**src/rtl/prim_rr_onehot_arb_pkg.sv**
```systemverilog
// Shared types and helpers for the round-robin one-hot arbiter.
// The RR_ARB_PKT_LOCK_EN build option is handled in the top and interface files.
package prim_rr_arb_pkg;

  // Helper functions work on a fixed maximum vector; callers size-cast the result.
  localparam int unsigned MaxInputs = 32;
  localparam int unsigned MaxIdxW   = 5;

  typedef enum logic {
    ArbIdle = 1'b0,
    ArbHold = 1'b1
  } arb_state_e;

  // One-hot pick of the first set req bit at or above ptr, wrapping at n.
  function automatic logic [MaxInputs-1:0] rr_pick(input logic [MaxInputs-1:0] req,
                                                   input int unsigned ptr,
                                                   input int unsigned n);
    logic [MaxInputs-1:0] pick;
    logic [MaxIdxW-1:0]   idx;
    logic                 found;
    pick  = '0;
    found = 1'b0;
    for (int unsigned off = 0; off < MaxInputs; off++) begin
      if (off < n) begin
        if (ptr + off >= n) idx = MaxIdxW'(ptr + off - n);
        else                idx = MaxIdxW'(ptr + off);
        if (!found && req[idx]) begin
          pick[idx] = 1'b1;
          found     = 1'b1;
        end
      end
    end
    return pick;
  endfunction

  function automatic logic [MaxIdxW-1:0] oh_to_idx(input logic [MaxInputs-1:0] oh);
    logic [MaxIdxW-1:0] idx;
    idx = '0;
    for (int i = 0; i < MaxInputs; i++) begin
      if (oh[i]) idx = idx | MaxIdxW'(i);
    end
    return idx;
  endfunction

endpackage

```
**src/rtl/prim_rr_onehot_arb_if.sv**
```systemverilog
// Requester/consumer bundle of the round-robin arbiter; last_i exists only
// when RR_ARB_PKT_LOCK_EN is defined.
interface prim_rr_onehot_arb_if
  import prim_rr_arb_pkg::*;
#(
  parameter int unsigned Width  = 32,
  parameter int unsigned Inputs = 8
);
  localparam int unsigned IdxW = $clog2(Inputs);

  // Handshake: requester i holds req_i[i] and data_i[i] stable until gnt_o[i];
  // a beat moves downstream in the cycle where valid_o & ready_i are both high.
  logic [Inputs-1:0] req_i;
  logic [Width-1:0]  data_i [Inputs];
`ifdef RR_ARB_PKT_LOCK_EN
  logic [Inputs-1:0] last_i;
`endif
  logic [Inputs-1:0] gnt_o;
  logic [Inputs-1:0] sel_o;
  logic              valid_o;
  logic [Width-1:0]  data_o;
  logic [IdxW-1:0]   idx_o;
  logic              ready_i;
  arb_state_e        state_o;

`ifdef RR_ARB_PKT_LOCK_EN
  modport slave  (input  req_i, data_i, last_i, ready_i,
                  output gnt_o, sel_o, valid_o, data_o, idx_o, state_o);
  modport master (output req_i, data_i, last_i, ready_i,
                  input  gnt_o, sel_o, valid_o, data_o, idx_o, state_o);
`else
  modport slave  (input  req_i, data_i, ready_i,
                  output gnt_o, sel_o, valid_o, data_o, idx_o, state_o);
  modport master (output req_i, data_i, ready_i,
                  input  gnt_o, sel_o, valid_o, data_o, idx_o, state_o);
`endif

endinterface

```
**src/rtl/prim_rr_onehot_arb_mux.sv**
```systemverilog
// AND/OR one-hot multiplexer; output is zero when no select bit is set.
module prim_onehot_mux #(
  parameter int unsigned Width  = 32,
  parameter int unsigned Inputs = 8
) (
  input  logic [Width-1:0]  in_i [Inputs],
  input  logic [Inputs-1:0] sel_i,
  output logic [Width-1:0]  out_o
);

  always_comb begin
    out_o = '0;
    for (int i = 0; i < Inputs; i++) begin
      out_o = out_o | (in_i[i] & {Width{sel_i[i]}});
    end
  end

endmodule

```
**src/rtl/prim_rr_onehot_arb.sv**
```systemverilog
// Round-robin arbiter sharing one one-hot mux; grant is frozen while stalled.
// Define RR_ARB_PKT_LOCK_EN to keep the grant on a requester until its last_i beat.
module prim_rr_onehot_arb
  import prim_rr_arb_pkg::*;
#(
  parameter int unsigned Width  = 32,
  parameter int unsigned Inputs = 8
) (
  input logic                 clk_i,
  input logic                 rst_i,
  prim_rr_onehot_arb_if.slave bus
);

  localparam int unsigned IdxW = $clog2(Inputs);

  arb_state_e        state_q, state_d;
  logic [Inputs-1:0] sel_q, sel_d, pick, sel;
  logic [IdxW-1:0]   ptr_q, ptr_d, win_idx, ptr_inc;
  logic              valid, xfer, locked;

  assign pick    = Inputs'(rr_pick(MaxInputs'(bus.req_i), 32'(ptr_q), Inputs));
  assign win_idx = IdxW'(oh_to_idx(MaxInputs'(sel)));
  assign ptr_inc = (win_idx == IdxW'(Inputs - 1)) ? '0 : win_idx + 1'b1;
  assign xfer    = valid & bus.ready_i;

  // State register
  always_ff @(posedge clk_i or posedge rst_i) begin
    if (rst_i) begin
      state_q <= ArbIdle;
      sel_q   <= '0;
      ptr_q   <= '0;
    end else begin
      state_q <= state_d;
      sel_q   <= sel_d;
      ptr_q   <= ptr_d;
    end
  end

  // Next state: a stalled beat parks in HOLD; a transfer or a dropped request leaves it.
  always_comb begin
    state_d = state_q;
    unique case (state_q)
      ArbIdle: if (valid && !bus.ready_i) state_d = ArbHold;
      ArbHold: if (!valid || bus.ready_i) state_d = ArbIdle;
      default: state_d = ArbIdle;
    endcase
  end

  // Outputs: everything is forced quiet while reset is asserted.
  always_comb begin
    sel   = '0;
    valid = 1'b0;
    if (!rst_i) begin
      sel   = (state_q == ArbHold || locked) ? sel_q : pick;
      valid = |(sel & bus.req_i);
    end
  end

`ifdef RR_ARB_PKT_LOCK_EN
  logic lock_q, lock_d;

  always_ff @(posedge clk_i or posedge rst_i) begin
    if (rst_i) lock_q <= 1'b0;
    else       lock_q <= lock_d;
  end

  assign locked = lock_q;

  // Pointer only moves past a requester once its packet's last beat is accepted.
  always_comb begin
    sel_d  = valid ? sel : sel_q;
    ptr_d  = ptr_q;
    lock_d = lock_q;
    if (xfer) begin
      if (|(sel & bus.last_i)) begin
        ptr_d  = ptr_inc;
        lock_d = 1'b0;
      end else begin
        lock_d = 1'b1;
      end
    end
  end
`else
  assign locked = 1'b0;

  always_comb begin
    sel_d = valid ? sel : sel_q;
    ptr_d = xfer ? ptr_inc : ptr_q;
  end
`endif

  prim_onehot_mux #(
    .Width  (Width),
    .Inputs (Inputs)
  ) u_mux (
    .in_i  (bus.data_i),
    .sel_i (sel),
    .out_o (bus.data_o)
  );

  assign bus.sel_o   = sel;
  assign bus.valid_o = valid;
  assign bus.gnt_o   = sel & {Inputs{xfer}};
  assign bus.idx_o   = win_idx;
  assign bus.state_o = state_q;

  sel_onehot0_a: assert property (@(posedge clk_i) disable iff (rst_i)
    $onehot0(bus.sel_o));
  gnt_has_req_a: assert property (@(posedge clk_i) disable iff (rst_i)
    (bus.gnt_o & ~bus.req_i) == '0);
  data_stable_a: assert property (@(posedge clk_i) disable iff (rst_i)
    (bus.valid_o && !bus.ready_i) |=> $stable(bus.data_o));
  // A held requester withdrawing before its grant breaks the input protocol.
  held_req_a: assert property (@(posedge clk_i) disable iff (rst_i)
    (state_q == ArbHold) |-> |(sel_q & bus.req_i))
    else $warning("requester %0d withdrew its request while held", win_idx);

endmodule

```
**src/flat_wrapper.sv**
```systemverilog
// flat-port wrapper written by rule: the top's interface ports become plain ports
module prim_rr_onehot_arb_flat import prim_rr_arb_pkg::*;
#(
  parameter int unsigned Width  = 32,
  parameter int unsigned Inputs = 8
)
  (clk_i, rst_i, bus_req_i, bus_data_i, bus_ready_i, bus_gnt_o, bus_sel_o, bus_valid_o, bus_data_o, bus_idx_o, bus_state_o);
  prim_rr_onehot_arb_if #(.Width(Width), .Inputs(Inputs)) bus_i ();
  input logic clk_i;
  input logic rst_i;
  input wire logic [$bits(bus_i.req_i)-1:0] bus_req_i;
  input wire logic [$bits(bus_i.data_i)-1:0] bus_data_i;
  input wire logic [$bits(bus_i.ready_i)-1:0] bus_ready_i;
  output wire logic [$bits(bus_i.gnt_o)-1:0] bus_gnt_o;
  output wire logic [$bits(bus_i.sel_o)-1:0] bus_sel_o;
  output wire logic [$bits(bus_i.valid_o)-1:0] bus_valid_o;
  output wire logic [$bits(bus_i.data_o)-1:0] bus_data_o;
  output wire logic [$bits(bus_i.idx_o)-1:0] bus_idx_o;
  output wire logic [$bits(bus_i.state_o)-1:0] bus_state_o;
  assign bus_i.req_i = bus_req_i;
  assign bus_i.data_i = {>>{bus_data_i}};
  assign bus_i.ready_i = bus_ready_i;
  assign bus_gnt_o = bus_i.gnt_o;
  assign bus_sel_o = bus_i.sel_o;
  assign bus_valid_o = bus_i.valid_o;
  assign bus_data_o = bus_i.data_o;
  assign bus_idx_o = bus_i.idx_o;
  assign bus_state_o = bus_i.state_o;
  prim_rr_onehot_arb #(.Width(Width), .Inputs(Inputs)) u_core (.clk_i(clk_i), .rst_i(rst_i), .bus(bus_i));
endmodule
```
**config.mk**
```make
export PLATFORM = sky130hd
export DESIGN_NAME = prim_rr_onehot_arb_flat
export DESIGN_NICKNAME = d
export VERILOG_FILES = /design/src/rtl/prim_rr_onehot_arb_pkg.sv /design/src/rtl/prim_rr_onehot_arb_if.sv /design/src/rtl/prim_rr_onehot_arb_mux.sv /design/src/rtl/prim_rr_onehot_arb.sv /design/src/flat_wrapper.sv
export SDC_FILE = /design/constraint.sdc
export NUM_CORES = 1
export LEC_CHECK = 0
export BUFFER_PORTS_ARGS = -buffer_cell sky130_fd_sc_hd__buf_2
export CORE_AREA = 2 2 126 128
export DETAILED_ROUTE_END_ITERATION = 8
export DIE_AREA = 0 0 128 130
export PLACE_DENSITY = 0.6
export SYNTH_ARGS = -nofsm -noshare
export SYNTH_HDL_FRONTEND = slang
export SYNTH_SLANG_ARGS = --single-unit
```
**constraint.sdc**
```tcl
create_clock -name clk_i -period 9.4 [get_ports clk_i]
set_clock_uncertainty 0.1 [all_clocks]
set_input_delay 0.94 -clock clk_i [delete_from_list [all_inputs] [get_ports clk_i]]
set_output_delay 0.94 -clock clk_i [all_outputs]
set_load 0.03 [all_outputs]
```
After elaboration in Yosys (flattened, before gate mapping)
Cells that the tools add are included.
{ "word_totals": {"ff_bits": 12, "input_bits": 267, "output_inout_bits": 53, "word_cells": 166} }
{ "classes": {"n_addsub": 16, "magnitude_cmp": 24, "eq_ne": 1, "muxes": 69, "bitwise_logic": 26, "reduce_logical": 27} }
{ "op_table": {"columns": ["operator", "count"], "rows": [
  ["$and 32x32->32", 8],
  ["$ge 32x4->1 const B", 7],
  ["$or 32x32->32", 7],
  ["$mux 8", 10],
  ["$or 8x8->8", 7],
  ["$lt 5x6->1 const B", 8],
  ["$bmux 1 s5", 8],
  ["$demux 1 s5", 8],
  ["$ge 5x1->1 const B", 8],
  ["$mux 5", 8],
  ["$sub 5x4->5 const B", 7],
  ["$mux 1", 27],
  ["$add 3x3->4 const B", 4],
  ["$and 8x8->8", 2],
  ["$logic_and 1x1->1", 16],
  ["$mux 3", 5],
  ["$logic_not 1->1", 9],
  ["$add 3x2->4 const B", 2],
  ["$reduce_or 8->1", 1],
  ["$sub 3x4->5 const B", 1],
  ["$add 3x1->4 const B", 1],
  ["$ge 3x4->1 const B", 1],
  ["$mux 2", 2],
  ["$add 3x1->3 const B", 1],
  ["5 further kinds", 5]
]} }

Longest topological paths before layout
Gate-level depths: netlist of the first run.
{ "logic_depth": {"word_depth": 37, "depth_mapped": 19, "mapped_depth_nobuf": 15} }

Modules after synthesis
Synthesis of the first run repeated with hierarchy kept, for this count alone.
{ "unflattened": {"hier_cells": 415, "area_unflattened_um2": 3550.9} }
{ "by_module_without_submodules": {"columns": ["module", "n_inst", "cells_each", "area_each_um2", "seq_area_each_um2"], "rows": [
  ["prim_rr_onehot_arb", 1, 231, 2232.1, 300.3],
  ["prim_onehot_mux", 1, 184, 1318.8, 0.0]
]} }

Worst setup path before layout of the first run
Ideal clock, no wire load.
{ "synth_path": {"path_type": "register to output", "start": "reg u_core.ptr_q[0]", "end": "out bus_data_o[23]", "t_arrival_ns": 4.347, "required_ns": 8.360, "setup_slack_ns": 4.013, "path_stages_with_launch": 15, "n_path_buf": 3, "cell_sequence": "dfrtp_1 > buf_6 > clkinv_1 > ha_1 > ha_1 > buf_4 > mux4_2 > mux2i_1 > nand4_1 > nor4_1 > o21ai_1 > a211oi_2 > buf_2 > a221o_1 > nand3b_1"} }
{ "synth_between": {"elab_chain_len": 36, "word_cells_on_any_way": 140, "classes_between": "15 x add/sub; 24 x order compare; 57 x mux; 22 x bitwise; 22 x reduce/logical"} }
{ "synth_rtl": {"columns": ["element", "line_no", "source"], "rows": [
  ["start: declaration", "prim_rr_onehot_arb.sv:18", "logic [IdxW-1:0] ptr_q, ptr_d, win_idx, ptr_inc;"],
  ["start signal: assignment", "prim_rr_onehot_arb.sv:35", "ptr_q <= ptr_d;"],
  ["branches (longest 25 deep; another with $ge 32x4->1)", null, null],
  ["$mux 8 (*)", "prim_rr_onehot_arb_pkg.sv:27", "if (!found && req[idx]) begin"],
  ["$mux 8 (*)", "prim_rr_onehot_arb.sv:54", "sel = (state_q == ArbHold || locked) ? sel_q : pick;"],
  ["$mux 8 (*)", "prim_rr_onehot_arb.sv:53", "if (!rst_i) begin"],
  ["named net bus_sel_o[1]", "flat_wrapper.sv:15", "output wire logic [$bits(bus_i.sel_o)-1:0] bus_sel_o;"],
  ["$and 32x32->32 (*)", "prim_rr_onehot_arb_mux.sv:14", "out_o = out_o | (in_i[i] & {Width{sel_i[i]}});"],
  ["$or 32x32->32 (*) (7 in a row)", "prim_rr_onehot_arb_mux.sv:14", null],
  ["end: declaration", "flat_wrapper.sv:17", "output wire logic [$bits(bus_i.data_o)-1:0] bus_data_o;"]
]} }
Mark *: on every way through the listed nets, which the timed path passes. The select of a mux whose other input is x is not followed.

Worst setup path in the final report of the first run
{ "layout_path": {"start": "reg u_core.ptr_q[1]", "end": "out bus_data_o[23]"} }
{ "layout_between": {"elab_chain_len": 36, "word_cells_on_any_way": 140, "classes_between": "15 x add/sub; 24 x order compare; 57 x mux; 22 x bitwise; 22 x reduce/logical"} }
{ "layout_rtl": {"columns": ["element", "line_no"], "rows": [
  ["branches (longest 25 deep; another with $ge 32x4->1)", null],
  ["$mux 8 (*)", "prim_rr_onehot_arb_pkg.sv:27"],
  ["$mux 8 (*)", "prim_rr_onehot_arb.sv:54"],
  ["$mux 8 (*)", "prim_rr_onehot_arb.sv:53"],
  ["$and 32x32->32", "prim_rr_onehot_arb_mux.sv:14"],
  ["$or 32x32->32 (6 in a row)", "prim_rr_onehot_arb_mux.sv:14"],
  ["$or 32x32->32 (*)", "prim_rr_onehot_arb_mux.sv:14"]
]} }
Mark *: on every way between the ends. The select of a mux whose other input is x is not followed.

==> flow_summary.ini, run 1 <==
[synthesis]
ys_async_sr_fraction = 1.00
synth_edf_count = 0
syn_nets = 729
synth_cells = 448
yosys-top-cells-count = a22oi_1, a22o_1, a221o_1, nand3b_1, buf_2
ys_seq_elements = 12
yosys.area.top_type = a22oi_1
synth_cell_types = 71
seq_area_frac_synth = 0.0776
syn_avg_cell_area_sq_um = 8.64
synthFlopType = dfrtp_1
synth_top_area_share = 0.130
netlist_area_sq_um = 3870
synth_most_common_cell = a22oi_1
yosys_warnings = 0
netlist_top_cells_area = a22oi_1, mux4_2, a221o_1, dfrtp_1, a22o_1

[clock_network]
clkTransAtPathRegs_ns = 0.05
cts_buffers = 3
post_cts_buffers = 0
cts.sinks = 12
cts_hold_buf = 0
cts_resized = 0
insertion_delay_ns = 0.25
cts-root-buf = clkbuf_16
htreeDepth = 1
cts_buffer_depth = 2
cts_tree = yes

[grt]
grt_remaining_overflow = 0
grt_max_degree = 37
grt_pass1_vias = 5160
antenna_found_initial = 5
grt_pass1_wl_microns = 31500
track_usage = 0.252

[sta]
max_slew_margin = 0.238
min_period_over_period = 0.785
worstMarginPinSlew_ns = 1.14
setup_tns_ns = 0
setup_viol = 0
timing.hold.ws_ns = 0.411
max_freq_mhz = 136
period_needed_ns = 7.38
hold_viol = 0
rsz0062_at_grt = no
slew_violations = 0

[cells_and_area]
nets = 1011
area_delta_synth_final_pct = 45.2
multiInputGateArea_sq_um = 3290
fillers = 1691
drive_above_1_share = 0.514
utilization = 0.364
regArea_sq_um = 300

[power]
leakage_nw = 2.68
p_per_area_nw_per_um2 = 497
vdd_drop_max_mv = 0.209
power_frac_comb = 0.925
p_int_mw = 1.05
p_sw_frac = 0.622
clkPwrFrac = 0.032
p_seq_frac = 0.042
p_switching_mw = 1.73

[critical_path]
critPathArrivalTime_ns = 6.34
crit_required_ns = 8.36
end_kind = primary output
reg2reg_depth = 14
crit_type = reg2out
critPathLaunchType = flop
cp_max_fo = 23
rrSetupSlack_ns = 2.90

[detailed_routing]
drt_first_iter_violations = 448
drc = 0
routedWlPerCell_microns = 24.5
viasPerCell = 5.84
vias = 5393
postRouteAntennaNets = 0
drt_wl_total_microns = 22700
first_pass_iters = 5

[flow_run]
timing.max_cap.violations = 0

[status]
status = completed

[placement]
place_hpwl_microns = 18400
place_congestion = 0.920
io_buffer_count = 319

[die]
coreArea_sq_um = 15400
start_util = 0.251
dieArea_sq_um = 16600
num_rows = 46
die_w_microns = 128
pin_count = 320
die_h_microns = 130

[hold_path]
hold_depth = 2
worstHoldPathType = reg2reg
## per-stage QoR
step / setup WS (ns) / area [sq um] / power (mW) / instances
after floorplan: 4.01 / 3870 / 1.96 / 448
after detailed placement: 2.35 / 5520 / 2.70 / 917
final: 2.02 / 5620 / 2.79 / 924
after global routing: 1.51 / 5610 / 2.97 / 922
after global placement: 2.45 / 5520 / 2.70 / 917
after CTS: 2.07 / 5610 / 2.80 / 921
## routing by layer
layer / GRT usage / up-vias / wire length (microns)
met1: 0.320 / 2573 / 9070
met3: 0.0361 / 39 / 1710
met4: 0.0549 / 4 / 402
met5: 0 / - / 30
met2: 0.455 / 319 / 11500
li1: - / 2458 / -
## sequential cells by signal, summed over array words and instances (netlist names)
signal / cells
u_core.ptr_q: 3
u_core.bus.state_o: 1
u_core.sel_q: 8
## cells in the final DEF, fill, tap and decap left out, types with 7 or more instances in the layout
cell,Yosys,final
buf_2,27,319
a22oi_1,67,67
a22o_1,34,34
a221o_1,33,33
nand3b_1,33,33
nand2_1,17,17
mux4_2,16,16
ha_1,14,14
dfrtp_1,12,12
inv_1,11,11
a21oi_1,11,11
and2_1,11,10
nor2_1,9,9
and3_1,9,9
mux2i_1,8,8
mux2_2,7,7
nand4_1,7,7
o21ai_0,7,7
a31oi_1,7,7
buf_4,4,7
## kinds of logic after synthesis
logic type	count (synthesis)	synth area share
adders and majority gates	14	0.0453
and+or+nand+nor	125	0.211
DFF	12	0.0776
AOI/OAI and AO/OA	198	0.428
buffers and inverters	61	0.0799
muxes	38	0.159
## worst paths after layout
path,start,end
setup / recovery,u_core.ptr_q[1],bus_data_o[23]
hold / removal,u_core.sel_q[6],u_core.sel_q[6]
setup reg to reg,u_core.ptr_q[1],u_core.ptr_q[2]
hold reg to reg,u_core.sel_q[6],u_core.sel_q[6]
max in group asynchronous,rst_i,u_core.ptr_q[2]
min in group asynchronous,rst_i,u_core.sel_q[0]
## critical path, cell delays in order, from the launching register on
cell and delay, ns:
dfrtp_1 0.64, inv_1 0.28, ha_1 0.45, ha_1 0.61, mux4_2 0.54, mux2i_1 0.42, nand4_1 0.39, nor4_2 0.45
o21ai_0 0.25, a221oi_4 0.98, buf_4 0.39, a22o_1 0.16, a221o_1 0.09, nand3b_1 0.18, buf_2 0.23
## area by class of cell
| cell class | instances | share of cell area |
|---|---|---|
| inverters | 12 | 0.00802 |
| clock buffers | 4 | 0.0158 |
| repair buffers | 326 | 0.294 |
| diodes | 3 | 0.00134 |
| multi-input cells | 375 | 0.585 |
| flip-flops and latches | 12 | 0.0535 |
| well taps | 192 | 0.0428 |
## power groups by stage
stage               registers, mW  logic, mW  clock network (mW)
global placement            0.117       2.59                   0
floorplan                  0.0962       1.87                   0
global route                0.122       2.75              0.0944
finish                      0.118       2.58              0.0902
CTS                         0.117       2.59              0.0912
detailed placement          0.118       2.58                   0
No activity file was read; power rests on OpenSTA's default activity.
==> run 2, diff against run 1 <==
--- a/config.mk
+++ b/config.mk
@@ -6,10 +6,10 @@
 export NUM_CORES = 1
 export LEC_CHECK = 0
 export BUFFER_PORTS_ARGS = -buffer_cell sky130_fd_sc_hd__buf_2
-export CORE_AREA = 2 2 126 128
+export CORE_AREA = 2 2 123 125
 export DETAILED_ROUTE_END_ITERATION = 8
-export DIE_AREA = 0 0 128 130
-export PLACE_DENSITY = 0.6
+export DIE_AREA = 0 0 125 127
+export PLACE_DENSITY = 0.62
 export SYNTH_ARGS = -nofsm -noshare
 export SYNTH_HDL_FRONTEND = slang
 export SYNTH_SLANG_ARGS = --single-unit
==> constraint.sdc (replaced) <==
create_clock -name clk_i -period 7.1 [get_ports clk_i]
set_clock_uncertainty 0.1 [all_clocks]
set_input_delay 0.71 -clock clk_i [delete_from_list [all_inputs] [get_ports clk_i]]
set_output_delay 0.71 -clock clk_i [all_outputs]
set_load 0.03 [all_outputs]
==> run 2 against run 1 <==
Against the previous run:
- utilization is 2.8 points higher
- setup slack got worse by 1.6 ns
- global-route usage rose by 0.32 points
- routed wire length decreased by 2.0%
- sequential power increased by 19%
- total power rose by 33%
- count of clock-buffer cells in the layout shrank 1
- cell area grew 0.62%
- critical path depth unchanged
- flip-flop and latch count did not move
- final cell count decreased by 0.32%
- largest cell class unchanged
==> flow_summary.ini, run 2 (synthesis results as in run 1) <==
[detailed_routing]
drt_first_iter_violations = 516
viasPerCell = 5.99
routedWlPerCell_microns = 24.1
vias = 5515
drc = 0
first_pass_iters = 5
postRouteAntennaNets = 0
drt_wl_total_microns = 22200

[power]
p_int_mw = 1.42
p_switching_mw = 2.29
vdd_drop_max_mv = 0.289
clkPwrFrac = 0.028
power_frac_comb = 0.935
p_sw_frac = 0.618
p_per_area_nw_per_um2 = 656
p_seq_frac = 0.038
leakage_nw = 2.71

[sta]
period_needed_ns = 6.63
max_freq_mhz = 151
max_slew_margin = 0.474
setup_viol = 0
min_period_over_period = 0.933
rsz0062_at_grt = no
worstMarginPinSlew_ns = 0.786
setup_tns_ns = 0
hold_viol = 0
slew_violations = 0

[die]
start_util = 0.268
dieArea_sq_um = 15900
die_w_microns = 125
pin_count = 320
num_rows = 44
die_h_microns = 127
coreArea_sq_um = 14400

[grt]
grt_max_degree = 39
grt_pass1_vias = 5282
grt_pass1_wl_microns = 31600
track_usage = 0.255
grt_remaining_overflow = 0
antenna_found_initial = 4

[clock_network]
cts_hold_buf = 0
insertion_delay_ns = 0.24
htreeDepth = 1
cts-root-buf = clkbuf_16
cts_buffers = 3
cts_buffer_depth = 2
cts_tree = yes
cts.sinks = 12
clkTransAtPathRegs_ns = 0.04

[critical_path]
crit_type = reg2out
end_kind = primary output
crit_required_ns = 6.29
cp_max_fo = 38
critPathArrivalTime_ns = 5.82
critPathLaunchType = flop

[cells_and_area]
top_register = u_core.sel_q
layout_common_cells = buf_2, a22oi_1, a22o_1, a221o_1, nand3b_1
instances_no_fill = 921
drive_above_1_share = 0.520
final_common_cell = buf_2
area_delta_synth_final_pct = 46.1
final_area_sq_um = 5650
largest_register_ffs = 8
nets = 1019

[placement]
dp_cells = 915
place_congestion = 0.984
place_hpwl_microns = 17900
io_buffer_count = 319
dpl_cell_area_sq_um = 5560

[hold_path]
worstHoldPathType = reg2reg

[status]
status = completed

[flow_run]
timing.max_cap.violations = 0
==> run 2: timing repair <==
action	4_1_cts	5_1_grt
gates resized for setup	0	1
endpoints found under the setup margin	0	18
buffers inserted	0	1
==> run 2: per-stage QoR <==
step | power, mW | setup slack (ns) | util | hold WS (ns)
2_1_floorplan | 2.60 | 1.94 | - | 0.373
3_3_place_gp | 3.58 | 0.719 | 0.385 | 0.390
3_5_place_dp | 3.58 | 0.619 | 0.385 | 0.388
4_1_cts | 3.69 | 0.341 | 0.390 | 0.404
5_1_grt | 3.94 | 0.0839 | 0.392 | 0.421
6_report | 3.71 | 0.472 | 0.392 | 0.406
==> run 2: area by class of cell <==
| cell class | count | area, sq um |
|---|---|---|
| tap | 184 | 230 |
| antenna | 1 | 2.50 |
| fill | 1557 | 8770 |
| timing repair buffer | 333 | 1700 |
| clock buffer | 3 | 75.1 |
| sequential | 12 | 300 |
| multi-input combinational | 376 | 3300 |
| inverter | 12 | 45.0 |
==> run 2: worst max-delay path, cell delays in order (launching register included) <==
cell and delay (ns):
dfrtp_1 0.63, inv_1 0.29, ha_1 0.46, ha_2 0.57, mux4_2 0.52, mux2i_1 0.41, nand4_1 0.41, nor4_2 0.47
o21ai_0 0.24, a221oi_4 0.31, buf_4 0.45, a22o_1 0.23, a221o_1 0.13, nand3b_1 0.18, buf_2 0.23
==> run 2: power by group through the flow <==
stage	Sequential [mW]	Clock (mW)	Combinational, mW
after floorplan	0.127	0	2.47
after global placement	0.140	0	3.44
after detailed placement	0.141	0	3.44
after CTS	0.140	0.104	3.45
after global routing	0.147	0.106	3.69
final	0.141	0.102	3.47
==> run 2: routing by layer <==
layer / share of wire / track usage / wire (microns) / vias up
li1: - / - / - / 2470
met4: 0.032 / 0.0817 / 703 / 6
met1: 0.39 / 0.325 / 8570 / 2633
met5: 0.0020 / 0 / 44 / -
met3: 0.089 / 0.0444 / 1970 / 42
met2: 0.49 / 0.440 / 10900 / 364
==> run 2: worst paths after layout <==
check,from,endpoint,slack (ns),cells after the start
worst max register to register,u_core.ptr_q[1],u_core.ptr_q[2],1.01,15
worst min-delay path,u_core.sel_q[2],u_core.sel_q[2],0.41,1
worst max-delay path,u_core.ptr_q[1],bus_data_o[20],0.47,14
min in group asynchronous,rst_i,u_core.sel_q[6],0.58,2
worst min register to register,u_core.sel_q[2],u_core.sel_q[2],0.41,1
max in group asynchronous,rst_i,u_core.sel_q[4],5.92,2
==> run 3, diff against run 2 <==
--- a/config.mk
+++ b/config.mk
@@ -5,11 +5,11 @@
 export SDC_FILE = /design/constraint.sdc
 export NUM_CORES = 1
 export LEC_CHECK = 0
-export BUFFER_PORTS_ARGS = -buffer_cell sky130_fd_sc_hd__buf_2
-export CORE_AREA = 2 2 123 125
+export BUFFER_PORTS_ARGS = -buffer_cell sky130_fd_sc_hd__clkbuf_2
+export CORE_AREA = 2 2 124 126
 export DETAILED_ROUTE_END_ITERATION = 8
-export DIE_AREA = 0 0 125 127
-export PLACE_DENSITY = 0.62
+export DIE_AREA = 0 0 126 128
+export PLACE_DENSITY = 0.61
 export SYNTH_ARGS = -nofsm -noshare
 export SYNTH_HDL_FRONTEND = slang
 export SYNTH_SLANG_ARGS = --single-unit
==> run 3 against run 2 <==
Against the previous run:
- register-to-register slack better by 0.66 ns
- routed wire length is 0.44% lower
- sequential power is 4% higher
- critical endpoint is now bus_data_o[31]
- largest cell class unchanged
==> flow_summary.ini, run 3 (synthesis results as in run 1) <==
[power]
leakage_nw = 2.79
p_seq_frac = 0.039
vdd_drop_max_mv = 0.280
p_switching_mw = 2.26
p_int_mw = 1.44
p_sw_frac = 0.611
clkPwrFrac = 0.033
power_frac_comb = 0.928
p_per_area_nw_per_um2 = 649

[clock_network]
insertion_delay_ns = 0.25
cts.sinks = 12
cts_hold_buf = 0
cts-root-buf = clkbuf_16
clkTransAtPathRegs_ns = 0.05
cts_buffers = 3
cts_resized = 0
post_cts_buffers = 0
cts_buffer_depth = 2
htreeDepth = 1
cts_tree = yes

[detailed_routing]
viasPerCell = 6.03
drc = 0
postRouteAntennaNets = 0
first_pass_iters = 5
drt_wl_total_microns = 22100
routedWlPerCell_microns = 23.8
vias = 5604
drt_first_iter_violations = 462

[hold_path]
min_from = u_core.sel_q[6]
worstHoldPathType = reg2reg
hold_depth = 2
hold_end = u_core.sel_q[6]

[grt]
grt_remaining_overflow = 0
grt_pass1_vias = 5187
grt_pass1_wl_microns = 31200
track_usage = 0.250
antenna_found_initial = 4
grt_max_degree = 37

[critical_path]
crit_required_ns = 6.29
crit_buf_inv = 4
max_stage_delay_ns = 0.71
cp-startpoint = u_core.ptr_q[2]
crit_top_cell = buf_4
r2r_end = u_core.ptr_q[2]
end_kind = primary output
rrSetupSlack_ns = 1.67
critical-path-top-delay-family = simple AND/OR/NAND/NOR gates
reg2reg_from = u_core.ptr_q[2]
cp_cell_sequence = inv_1 -> ha_1 -> mux4_2 -> mux2i_1 -> buf_4 -> and4_1 -> and4_4 -> a2111oi_2 -> a2bb2oi_1 -> and2_1 -> buf_4 -> a221o_1 -> nand3b_1 -> clkbuf_2
crit_type = reg2out
cp_max_fo = 34
crit_slowest_cell = dfrtp_1
critPathLaunchType = flop
critPathArrivalTime_ns = 5.31
reg2reg_depth = 15

[cells_and_area]
nets = 1021
final_common_cell = clkbuf_2
drive_above_1_share = 0.520
area_delta_synth_final_pct = 47.6
layout_common_cells = clkbuf_2, a22oi_1, a22o_1, a221o_1, nand3b_1
largest_register_ffs = 8
top_register = u_core.sel_q
instances_no_fill = 929

[sta]
slew_violations = 0
setup_ws_ns = 0.983
max_slew_margin = 0.363
period_needed_ns = 6.12
setup_tns_ns = 0
max_freq_mhz = 163
hold_viol = 0
worstMarginPinSlew_ns = 0.952
setup_viol = 0
min_period_over_period = 0.862
rsz0062_at_grt = no

[placement]
dp_cells = 923
io_buffer_count = 319
place_congestion = 0.920
pre_cts_slack_ns = 1.31
place_hpwl_microns = 17800

[die]
num_rows = 45
dieArea_sq_um = 16100
start_util = 0.260
pin_count = 320
coreArea_sq_um = 14900
die_w_microns = 126
die_h_microns = 128

[status]
status = completed

[flow_run]
timing.max_cap.violations = 0
-- run 3: cell types whose count changed in the layout (fill, tap and decap cells not counted), sizes merged --
cell / before / now
diode: 1 / 2
clkbuf: 3 / 323
a21oi: 15 / 14
buf: 333 / 17
-- run 3: worst max path at each step --
stage	endpoint	depth (start not counted)
global route	bus_data_o[31]	14
finish	bus_data_o[31]	14
floorplan	bus_data_o[23]	14
CTS	bus_data_o[31]	14
detailed placement	bus_data_o[31]	14
global placement	bus_data_o[31]	14
-- run 3: worst min-delay path, delay by kind of cell, from the launching register on --
kind | cells | cell delay (ns)
compound gates | 1 | 0.11
flops | 1 | 0.31
buf+inv | 1 | 0.05
-- run 3: layout make-up --
cell class	instances	area, sq um
Fill cell	1591	9160
Multi-Input combinational cell	375	3290
Timing Repair Buffer	336	1750
Sequential cell	12	300
Tap cell	188	235
Clock buffer	4	88.8
Inverter	12	45.0
Antenna cell	2	5.00
-- run 3: layer usage --
metal	global-route usage	up-vias	wire length, microns
met4	0.0879	4	847
met1	0.338	2660	8890
met3	0.0484	62	2190
li1	-	2474	-
met2	0.399	404	10200
met5	0	-	24
-- run 3: power by group through the flow --
stage / logic [mW] / clock network [mW] / registers, mW
after floorplan: 2.47 / 0 / 0.127
after global placement: 3.42 / 0 / 0.144
after global routing: 3.66 / 0.127 / 0.149
final: 3.44 / 0.123 / 0.146
after detailed placement: 3.41 / 0 / 0.144
after CTS: 3.42 / 0.126 / 0.143
-- run 3: per-stage QoR --
stage	area (sq um)	util	total power [mW]	hold slack [ns]
6_report	5710	0.384	3.71	0.406
5_1_grt	5710	0.384	3.94	0.426
4_1_cts	5700	0.384	3.69	0.409
3_5_place_dp	5620	0.378	3.56	0.395
3_3_place_gp	5620	0.378	3.56	0.384
2_1_floorplan	3870	-	2.60	0.373
